--- src/rtl/btn_debounce_ev_if.sv ---
// btn_debounce_ev_if: raw button pads in, conditioned level and event pulses out
// btn_in      raw asynchronous pads (driven by master)
// btn_stable  debounced pressed level
// btn_press / btn_release / btn_long / btn_repeat  one-cycle event pulses
interface btn_debounce_ev_if #(parameter int BTN_WIDTH = 8);
    logic [BTN_WIDTH-1:0] btn_in, btn_stable, btn_press, btn_release, btn_long, btn_repeat;
    modport master(output btn_in, input btn_stable, btn_press, btn_release, btn_long, btn_repeat);
    modport slave(input btn_in, output btn_stable, btn_press, btn_release, btn_long, btn_repeat);
endinterface

--- src/rtl/btn_debounce_ev.sv ---
// btn_debounce_ev: per-channel button synchroniser, debounce filter and press/release/long/repeat event generator
// sys_clk  system clock, rising edge
// rst_n    asynchronous active-low reset
// bus      slave side of btn_debounce_ev_if (pads in, level and pulses out)
module btn_debounce_ev #(
    parameter int          BTN_WIDTH     = 8,
    parameter logic [19:0] DEB_CYCLES    = 20'h7_ffff,
    parameter logic [31:0] LONG_CYCLES   = 32'd50_000_000,
    parameter logic [31:0] REPEAT_CYCLES = 32'd10_000_000,
    parameter bit          REPEAT_EN     = 1'b1,
    parameter bit          ACTIVE_LOW    = 1'b1
) (
    input logic              sys_clk,
    input logic              rst_n,
    btn_debounce_ev_if.slave bus
);
    typedef enum logic [1:0] {IDLE, HELD, RPT} state_t;
    for (genvar i = 0; i < BTN_WIDTH; i++) begin : g_ch
        logic sync0, sync1, pressed_s, stable, acc, rise, fall;
        logic press, rel, long_p, rep_p, long_nx, rep_p_nx;
        logic [19:0] deb_cnt;
        logic [31:0] hold_cnt, hold_nx, rep_cnt, rep_nx;
        state_t state, state_nx;
        assign pressed_s = sync1 ^ ACTIVE_LOW;
        // acc: this edge completes DEB_CYCLES consecutive disagreeing samples
        assign acc  = (pressed_s != stable) && (deb_cnt == DEB_CYCLES - 20'd1);
        assign rise = acc & ~stable;
        assign fall = acc & stable;
        always_ff @(posedge sys_clk or negedge rst_n) begin
            if (!rst_n) begin
                sync0    <= ACTIVE_LOW;
                sync1    <= ACTIVE_LOW;
                deb_cnt  <= '0;
                stable   <= 1'b0;
                press    <= 1'b0;
                rel      <= 1'b0;
                state    <= IDLE;
                hold_cnt <= '0;
                rep_cnt  <= '0;
                long_p   <= 1'b0;
                rep_p    <= 1'b0;
            end else begin
                sync0    <= bus.btn_in[i];
                sync1    <= sync0;
                deb_cnt  <= (pressed_s == stable || acc) ? '0 : deb_cnt + 20'd1;
                stable   <= stable ^ acc;
                press    <= rise;
                rel      <= fall;
                state    <= state_nx;
                hold_cnt <= hold_nx;
                rep_cnt  <= rep_nx;
                long_p   <= long_nx;
                rep_p    <= rep_p_nx;
            end
        end
        // release has priority so no long/repeat pulse lands in the release cycle
        always_comb begin
            state_nx = state;
            hold_nx  = hold_cnt;
            rep_nx   = rep_cnt;
            long_nx  = 1'b0;
            rep_p_nx = 1'b0;
            if (fall) begin
                state_nx = IDLE;
                hold_nx  = '0;
                rep_nx   = '0;
            end else begin
                case (state)
                    IDLE: if (rise) begin
                        state_nx = HELD;
                        hold_nx  = '0;
                    end
                    HELD: if (hold_cnt == LONG_CYCLES - 32'd1) begin
                        state_nx = RPT;
                        long_nx  = 1'b1;
                        hold_nx  = '0;
                        rep_nx   = '0;
                    end else begin
                        hold_nx = hold_cnt + 32'd1;
                    end
                    RPT: if (REPEAT_EN) begin
                        rep_p_nx = rep_cnt == REPEAT_CYCLES - 32'd1;
                        rep_nx   = rep_p_nx ? '0 : rep_cnt + 32'd1;
                    end
                    default: state_nx = IDLE;
                endcase
            end
        end
        assign bus.btn_stable[i]  = stable;
        assign bus.btn_press[i]   = press;
        assign bus.btn_release[i] = rel;
        assign bus.btn_long[i]    = long_p;
        assign bus.btn_repeat[i]  = rep_p;
    end
endmodule

--- src/flat_wrapper.sv ---
// flat-port wrapper written by rule: the top's interface ports become plain ports
module btn_debounce_ev_flat 
#(
    parameter int          BTN_WIDTH     = 8,
    parameter logic [19:0] DEB_CYCLES    = 20'h7_ffff,
    parameter logic [31:0] LONG_CYCLES   = 32'd50_000_000,
    parameter logic [31:0] REPEAT_CYCLES = 32'd10_000_000,
    parameter bit          REPEAT_EN     = 1'b1,
    parameter bit          ACTIVE_LOW    = 1'b1
)
  (sys_clk, rst_n, bus_btn_in, bus_btn_stable, bus_btn_press, bus_btn_release, bus_btn_long, bus_btn_repeat);
  btn_debounce_ev_if #(.BTN_WIDTH(BTN_WIDTH)) bus_i ();
  input logic sys_clk;
  input logic rst_n;
  input wire logic [$bits(bus_i.btn_in)-1:0] bus_btn_in;
  output wire logic [$bits(bus_i.btn_stable)-1:0] bus_btn_stable;
  output wire logic [$bits(bus_i.btn_press)-1:0] bus_btn_press;
  output wire logic [$bits(bus_i.btn_release)-1:0] bus_btn_release;
  output wire logic [$bits(bus_i.btn_long)-1:0] bus_btn_long;
  output wire logic [$bits(bus_i.btn_repeat)-1:0] bus_btn_repeat;
  assign bus_i.btn_in = bus_btn_in;
  assign bus_btn_stable = bus_i.btn_stable;
  assign bus_btn_press = bus_i.btn_press;
  assign bus_btn_release = bus_i.btn_release;
  assign bus_btn_long = bus_i.btn_long;
  assign bus_btn_repeat = bus_i.btn_repeat;
  btn_debounce_ev #(.BTN_WIDTH(BTN_WIDTH), .DEB_CYCLES(DEB_CYCLES), .LONG_CYCLES(LONG_CYCLES), .REPEAT_CYCLES(REPEAT_CYCLES), .REPEAT_EN(REPEAT_EN), .ACTIVE_LOW(ACTIVE_LOW)) u_core (.sys_clk(sys_clk), .rst_n(rst_n), .bus(bus_i));
endmodule
--- config.mk ---
export PLATFORM = sky130hd
export DESIGN_NAME = btn_debounce_ev_flat
export DESIGN_NICKNAME = d
export VERILOG_FILES = /design/src/rtl/btn_debounce_ev_if.sv /design/src/rtl/btn_debounce_ev.sv /design/src/flat_wrapper.sv
export SDC_FILE = /design/constraint.sdc
export NUM_CORES = 2
export LEC_CHECK = 0
export ABC_AREA = 0
export BUFFER_PORTS_ARGS = -buffer_cell sky130_fd_sc_hd__buf_2
export CAP_MARGIN = 20
export CORE_ASPECT_RATIO = 0.9
export CORE_MARGIN = 5
export CORE_UTILIZATION = 51
export CTS_BUF_LIST = sky130_fd_sc_hd__clkbuf_2
export CTS_CLUSTER_DIAMETER = 150
export CTS_CLUSTER_SIZE = 25
export DETAILED_ROUTE_END_ITERATION = 8
export PLACE_DENSITY = 0.73
export SYNTH_ARGS = -nofsm -noshare
export SYNTH_HDL_FRONTEND = slang
export SYNTH_SLANG_ARGS = --single-unit
--- constraint.sdc ---
create_clock -name sys_clk -period 8 [get_ports sys_clk]
set_input_delay 0.4 -clock sys_clk [delete_from_list [all_inputs] [get_ports sys_clk]]
set_output_delay 0.4 -clock sys_clk [all_outputs]
set_load 0.005 [all_outputs]
Yosys cells after proc, flatten, opt, wreduce, memory -nomap -nowiden
Cells that the tools add are included.
{"block": "classes", "add_sub_neg": 24, "eq_ne": 80, "mux": 144, "bitwise_logic": 40, "reduce_logical": 64}
{"cell": "$mux 32", "n": 48}
{"cell": "$pmux 32 s2", "n": 16}
{"cell": "$add 32x1->32 const B", "n": 16}
{"cell": "$eq 32x24->1 const B", "n": 8}
{"cell": "$eq 32x26->1 const B", "n": 8}
{"cell": "$add 20x1->20 const B", "n": 8}
{"cell": "$eq 20x19->1 const B", "n": 8}
{"cell": "$mux 20", "n": 8}
{"cell": "$mux 2", "n": 24}
{"cell": "$ne 3x1->1 const B", "n": 16}
{"cell": "$pmux 2 s3", "n": 8}
{"cell": "$reduce_bool 3->1", "n": 16}
{"cell": "$mux 1", "n": 40}
{"cell": "$reduce_and 2->1", "n": 16}
{"cell": "$reduce_and 3->1", "n": 8}
{"cell": "$and 1x1->1", "n": 16}
{"cell": "$eq 2x1->1 const B", "n": 8}
{"cell": "$eq 2x2->1 const B", "n": 8}
{"cell": "$logic_not 2->1", "n": 8}
{"cell": "$ne 2x1->1 const B", "n": 8}
{"cell": "$not 1->1", "n": 16}
{"cell": "$eq 1x1->1", "n": 8}
{"cell": "$logic_and 1x1->1", "n": 8}
{"cell": "$logic_or 1x1->1", "n": 8}
{"cell": "other kinds (2)", "n": 16}
{"block": "totals", "ff_bits": 744, "in_bits": 10, "output_inout_bits": 40, "wordCells": 440}

Longest topological paths before layout
{"block": "logic_depth", "word_depth": 7, "ltp_mapped": 14, "mapped_depth_nobuf": 12}

Worst setup path after synthesis
No wires, ideal clock.
{"block": "synth_timing", "path_kind": "reg-to-reg", "start": "register u_core.g_ch[5].deb_cnt[11]", "end": "register u_core.g_ch[5].rep_cnt[12]", "setup_time_ns": 0.069, "arrival_ns": 3.194, "required_ns": 7.931, "slack_ns": 4.738, "stages_incl_launch_ff": 14, "n_path_buf": 2, "period_less_slack_ns": 3.262, "path_cell_list": "dfrtp_1 and4_1 and3_1 nand3_1 or4_1 nor2b_1 ha_1 clkbuf_1 a21oi_1 o41a_1 or3_1 clkbuf_1 or3_1 nand3_1"}
{"block": "synth_via", "elab_chain_len": 5, "elab_cells_between_ends": 7, "cone_classes": "eq/ne: 2; mux: 1; bitwise: 1; reduce/logical: 3"}
{"item": "start: declaration", "line": "btn_debounce_ev.sv:21", "text": "logic [19:0] deb_cnt;"}
{"item": "start signal: assignment", "line": "btn_debounce_ev.sv:45", "text": "deb_cnt <= (pressed_s == stable || acc) ? '0 : deb_cnt + 20'd1;"}
{"item": "$eq 20x19->1 *", "line": "btn_debounce_ev.sv:26", "text": "assign acc = (pressed_s != stable) && (deb_cnt == DEB_CYCLES - 20'd1);"}
{"item": "$logic_and 1x1->1 *", "line": "btn_debounce_ev.sv:26"}
{"item": "$and 1x1->1 *", "line": "btn_debounce_ev.sv:28", "text": "assign fall = acc & stable;"}
{"item": "$ne 3x1->1 (no line) / $reduce_bool 3->1 (equally long branches)"}
{"item": "$reduce_and 2->1 (no line)"}
{"item": "end signal: assignment", "line": "btn_debounce_ev.sv:51", "text": "rep_cnt <= rep_nx;"}
{"item": "end: declaration", "line": "btn_debounce_ev.sv:22", "text": "logic [31:0] hold_cnt, hold_nx, rep_cnt, rep_nx;"}
Every way passes the cells marked *; elsewhere a longest branch is shown, timed or not.
A chain may end at the register's enable or synchronous reset.

Final worst setup path
{"block": "layout_timing", "start": "register u_core.g_ch[5].deb_cnt[11]", "end": "register u_core.g_ch[5].rep_cnt[13]"}
The elaborated chain is that of the path after synthesis.

==> summary by stage <==
Power and ir drop
IR analysis of the VDD net gives a maximum drop of about 0.00011 V. Summed over all cells, the static leakage comes to about 17 nW. The design draws 5.24 mW. The areal power density over the cells is 128 nW/µm².

GRT
The number of global-route vias before repair came to 29.3k. The initial antenna violation count is 3. Entering global routing, the biggest net connects approximately 160 pins. The overflow left after global routing is 0.

The first global-routing pass estimated roughly 140,000 µm of wire. The overall global routing resource usage is a little under a fifth.

STA
Static timing analysis puts the maximum clock frequency at approximately 0.25 GHz. On the final layout, the worst hold slack is ~0.36 ns. The final critical-path setup slack is just under 4 ns. Setup violations remaining at the end of the flow were counted as 0. The worst pin sits at a relative slew slack of about 27%. The final period utilization is 50.8%.

After routing, the total negative slack on setup checks comes to 0 ns. The max-slew violation count is 0. The transition time at the pin with the least slew margin is 1.09 ns. Setup repair after global routing left no endpoint under its margin. The count of final hold-check violations is 0. The final critical-path required period is 4.06 ns.

The worst setup skew after layout is roughly 0.049 ns.

CTS
The number of buffers added by the clock tree synthesis step is 35. The clock tree synthesis step divided the H-tree into 2 levels. The maximum clock path buffer count is 3. Clock tree synthesis selected as its root buffer the cell clkbuf_2. The clock input transition at the sequential cells of the worst setup and hold paths is ~0.43 ns. The clock insertion delay at the later pin of the skew report is roughly 1.2 ns.

The number of sinks handled by clock tree synthesis is ~740. The CTS tree is done.

Drt
After detailed routing, the number of remaining DRC violations is 0. The first TritonRoute pass finished after 5 iterations. The total vias in the final route is 31.1k. The count of nets left with antenna violations after detail routing is 0. In the final routed layout, each cell accounts on average for approximately 15 µm. After detailed routing, the total wire length is about 80,000 µm. The mean number of vias per cell is about 5.8. The violation count after the first detailed-route iteration is roughly 2.3k.

Synth
The cell area after synthesis is 39,500 µm². By count the netlist is led by dfrtp_1, nor2_1, nand2_1. The Yosys warning count is 0. Summed over all instances, the cell type with the most area after synthesis is dfrtp_1. The post-synthesis net count is between 4k and 5k. Averaged over all synthesized cells, the footprint is approximately 9 µm². The proportion of netlist area held by the largest area contributor is between 40% and 50%. The sequential share of the synthesized area is a little under half. In the synthesized netlist the dominant register cell turns out to be dfrtp_1. The gate count after technology mapping is approximately 4.4k. Yosys attributes the largest share of cell area to dfrtp_1, nor2_1, xor2_1, o21ai_0, nand2_1. The number of storage elements in the synthesis netlist is between 700 and 800. Yosys mapped a number of flops with a built-in enable equal to 0. The cell with the most instances after synthesis is dfrtp_1. The async set-reset flop share out of synthesis is between 90% and 100%.

Counting distinct cell types in the post-synthesis netlist gives 78.

Place
Port buffering added between 40 and 50 buffers. The total half-perimeter wirelength after legalization and detailed placement is 52,800 µm. The last weighted congestion value of the routability-driven placer is ~0.83. The instance area at placement is 40,500 µm². The minimum setup slack after placement is 4.00 ns. The number of placed instances with taps included is 5,289.

Floorplanning
In this run the count of I/O pins placed on the die edge is 50. The die covers roughly 83,000 µm². The initial utilization of the core area, before any placement, comes to between 50% and 60%. The height of the die is about 270 µm. In this run the standard cell core region covers 76,500 µm². The horizontal die dimension is 303 µm.

After floorplanning, the core was divided into 96 placement rows.

Worst setup path
STA classifies the critical path startpoint as a flop. The maximum fanout along the worst path is 35. For this run, the slowest stage of the critical path takes roughly 0.75 ns. The sum of buffers and inverters on the critical path is 2.

The most repeated library cell on the critical path is buf_4. The required arrival time at the worst endpoint is a little over 9 ns. Traced cell by cell, the critical path runs through and4_1, and3_1, nand3_1, or4_1, nor2b_1, ha_1, a21oi_1, o41a_1, buf_4, nor3_1, buf_4, nand2_1, o31ai_1. The kind of cell with the highest combined delay along the critical path is simple AND/OR/NAND/NOR gates. The critical path's slowest cell is nor3_1. The startpoint-to-endpoint class of the critical path is flop to flop.

The arrival time of the worst setup path is roughly 5.1 ns. The kind of capture point of the worst setup path is a flop.

Flow run
The number of max-cap violations is 0.

Finish
In the final design database the tool counted 4,418 nets. The growth of design area from synthesis to finish is 3.84%. Cells with a size suffix above 1 make up under 10% of the layout. The final core area utilization is 53.7%. The final design instance area without fill is between 40,000 and 50,000 µm².

After the flow finishes, the layout carries non-filler instances totaling 5,378.

Run status
The flow ran to the end, and the final reports show no timing, DRC or antenna violations.

Worst hold path
The type of the worst min-delay path is input pin to flop.
-- worst min-delay path: stages --
cell and delay, ns:
dlygate4sd3_1 0.53, buf_2 0.11, dlygate4sd3_1 0.54
-- placed cells by master, fill, tap and decap left out, types with 15 or more instances in the layout --
master,instances
nor3_1,111
dfrtp_1,728
o41ai_1,19
dfstp_2,16
o21ai_0,330
nand2b_1,46
nor2b_1,29
a21oi_1,106
nor4b_1,30
xnor2_1,123
ha_1,87
or4_1,27
nand2_1,403
a31oi_1,58
dlygate4sd3_1,18
nor4_1,93
or3_1,49
nor4bb_1,15
xor2_1,204
o21ai_1,81
and3_1,98
clkbuf_2,60
nand4_1,182
inv_1,122
and2_1,56
buf_4,32
buf_2,50
o31ai_1,89
nand3_1,267
nor2_1,563
and4_1,63
-- layout make-up --
cell class	instances	area, µm²
fill	6992	35500
sequential	744	18600
clock inverter	4	20.0
clock buffer	58	290
antenna	3	7.51
inverter	122	458
multi-input combinational	3310	19500
tap	1029	1290
timing repair buffer	108	811
-- sequential cells by signal (all words and copies together) (netlist names) --
register,flops
u_core.g_ch.rel,8
u_core.g_ch.rep_p,8
u_core.g_ch.deb_cnt,160
u_core.g_ch.sync0,8
u_core.g_ch.long_p,8
u_core.g_ch.hold_cnt,256
u_core.g_ch.rep_cnt,256
u_core.g_ch.state,16
u_core.g_ch.sync1,8
u_core.g_ch.stable,8
u_core.g_ch.press,8
-- metal layers --
metal / vias to the layer above / GRT usage [%] / share of wire [%]
li1: 15400 / - / -
met1: 15100 / 28.2 / 50
met2: 492 / 30.3 / 45
met3: 68 / 2.03 / 3.4
met4: 4 / 3.68 / 1.5
met5: - / 0 / 0.034
-- final timing paths --
path / start / to / slack [ns] / depth (start not counted)
max: u_core.g_ch[5].deb_cnt[11] / u_core.g_ch[5].rep_cnt[13] / 3.94 / 13
max in group asynchronous: rst_n / u_core.g_ch[5].hold_cnt[4] / 6.68 / 4
max reg2reg: u_core.g_ch[5].deb_cnt[11] / u_core.g_ch[5].rep_cnt[13] / 3.94 / 13
min reg2reg: u_core.g_ch[5].sync0 / u_core.g_ch[5].sync1 / 0.37 / 0
min: bus_btn_in[2] / u_core.g_ch[2].sync0 / 0.36 / 3
min in group asynchronous: rst_n / u_core.g_ch[6].sync0 / 0.37 / 3
-- logic make-up after synthesis --
| logic type | after synthesis | share of synthesized area [%] |
|---|---|---|
| and+or+nand+nor | 2094 | 26.9 |
| adders and majority gates | 87 | 2.75 |
| buffers and inverters | 331 | 3.65 |
| muxes | 11 | 0.282 |
| AOI/OAI and AO/OA | 791 | 12.0 |
| xor gates and xnor gates | 327 | 7.24 |
| DFF | 744 | 47.1 |
-- report_power, final --
part | switching [mW] | internal [mW] | leakage, nW
logic | 0.0953 | 0.0265 | 6.88
registers | 0.0136 | 3.80 | 10.3
clock network | 1.12 | 0.187 | 0.258
-- what timing repair did --
action	4_1_cts	5_1_grt
endpoints found under the hold margin	594	0
setup buffers	0	0
hold buffers	19	0
gates resized for setup	0	0
No activity file was read; power rests on OpenSTA's default activity.
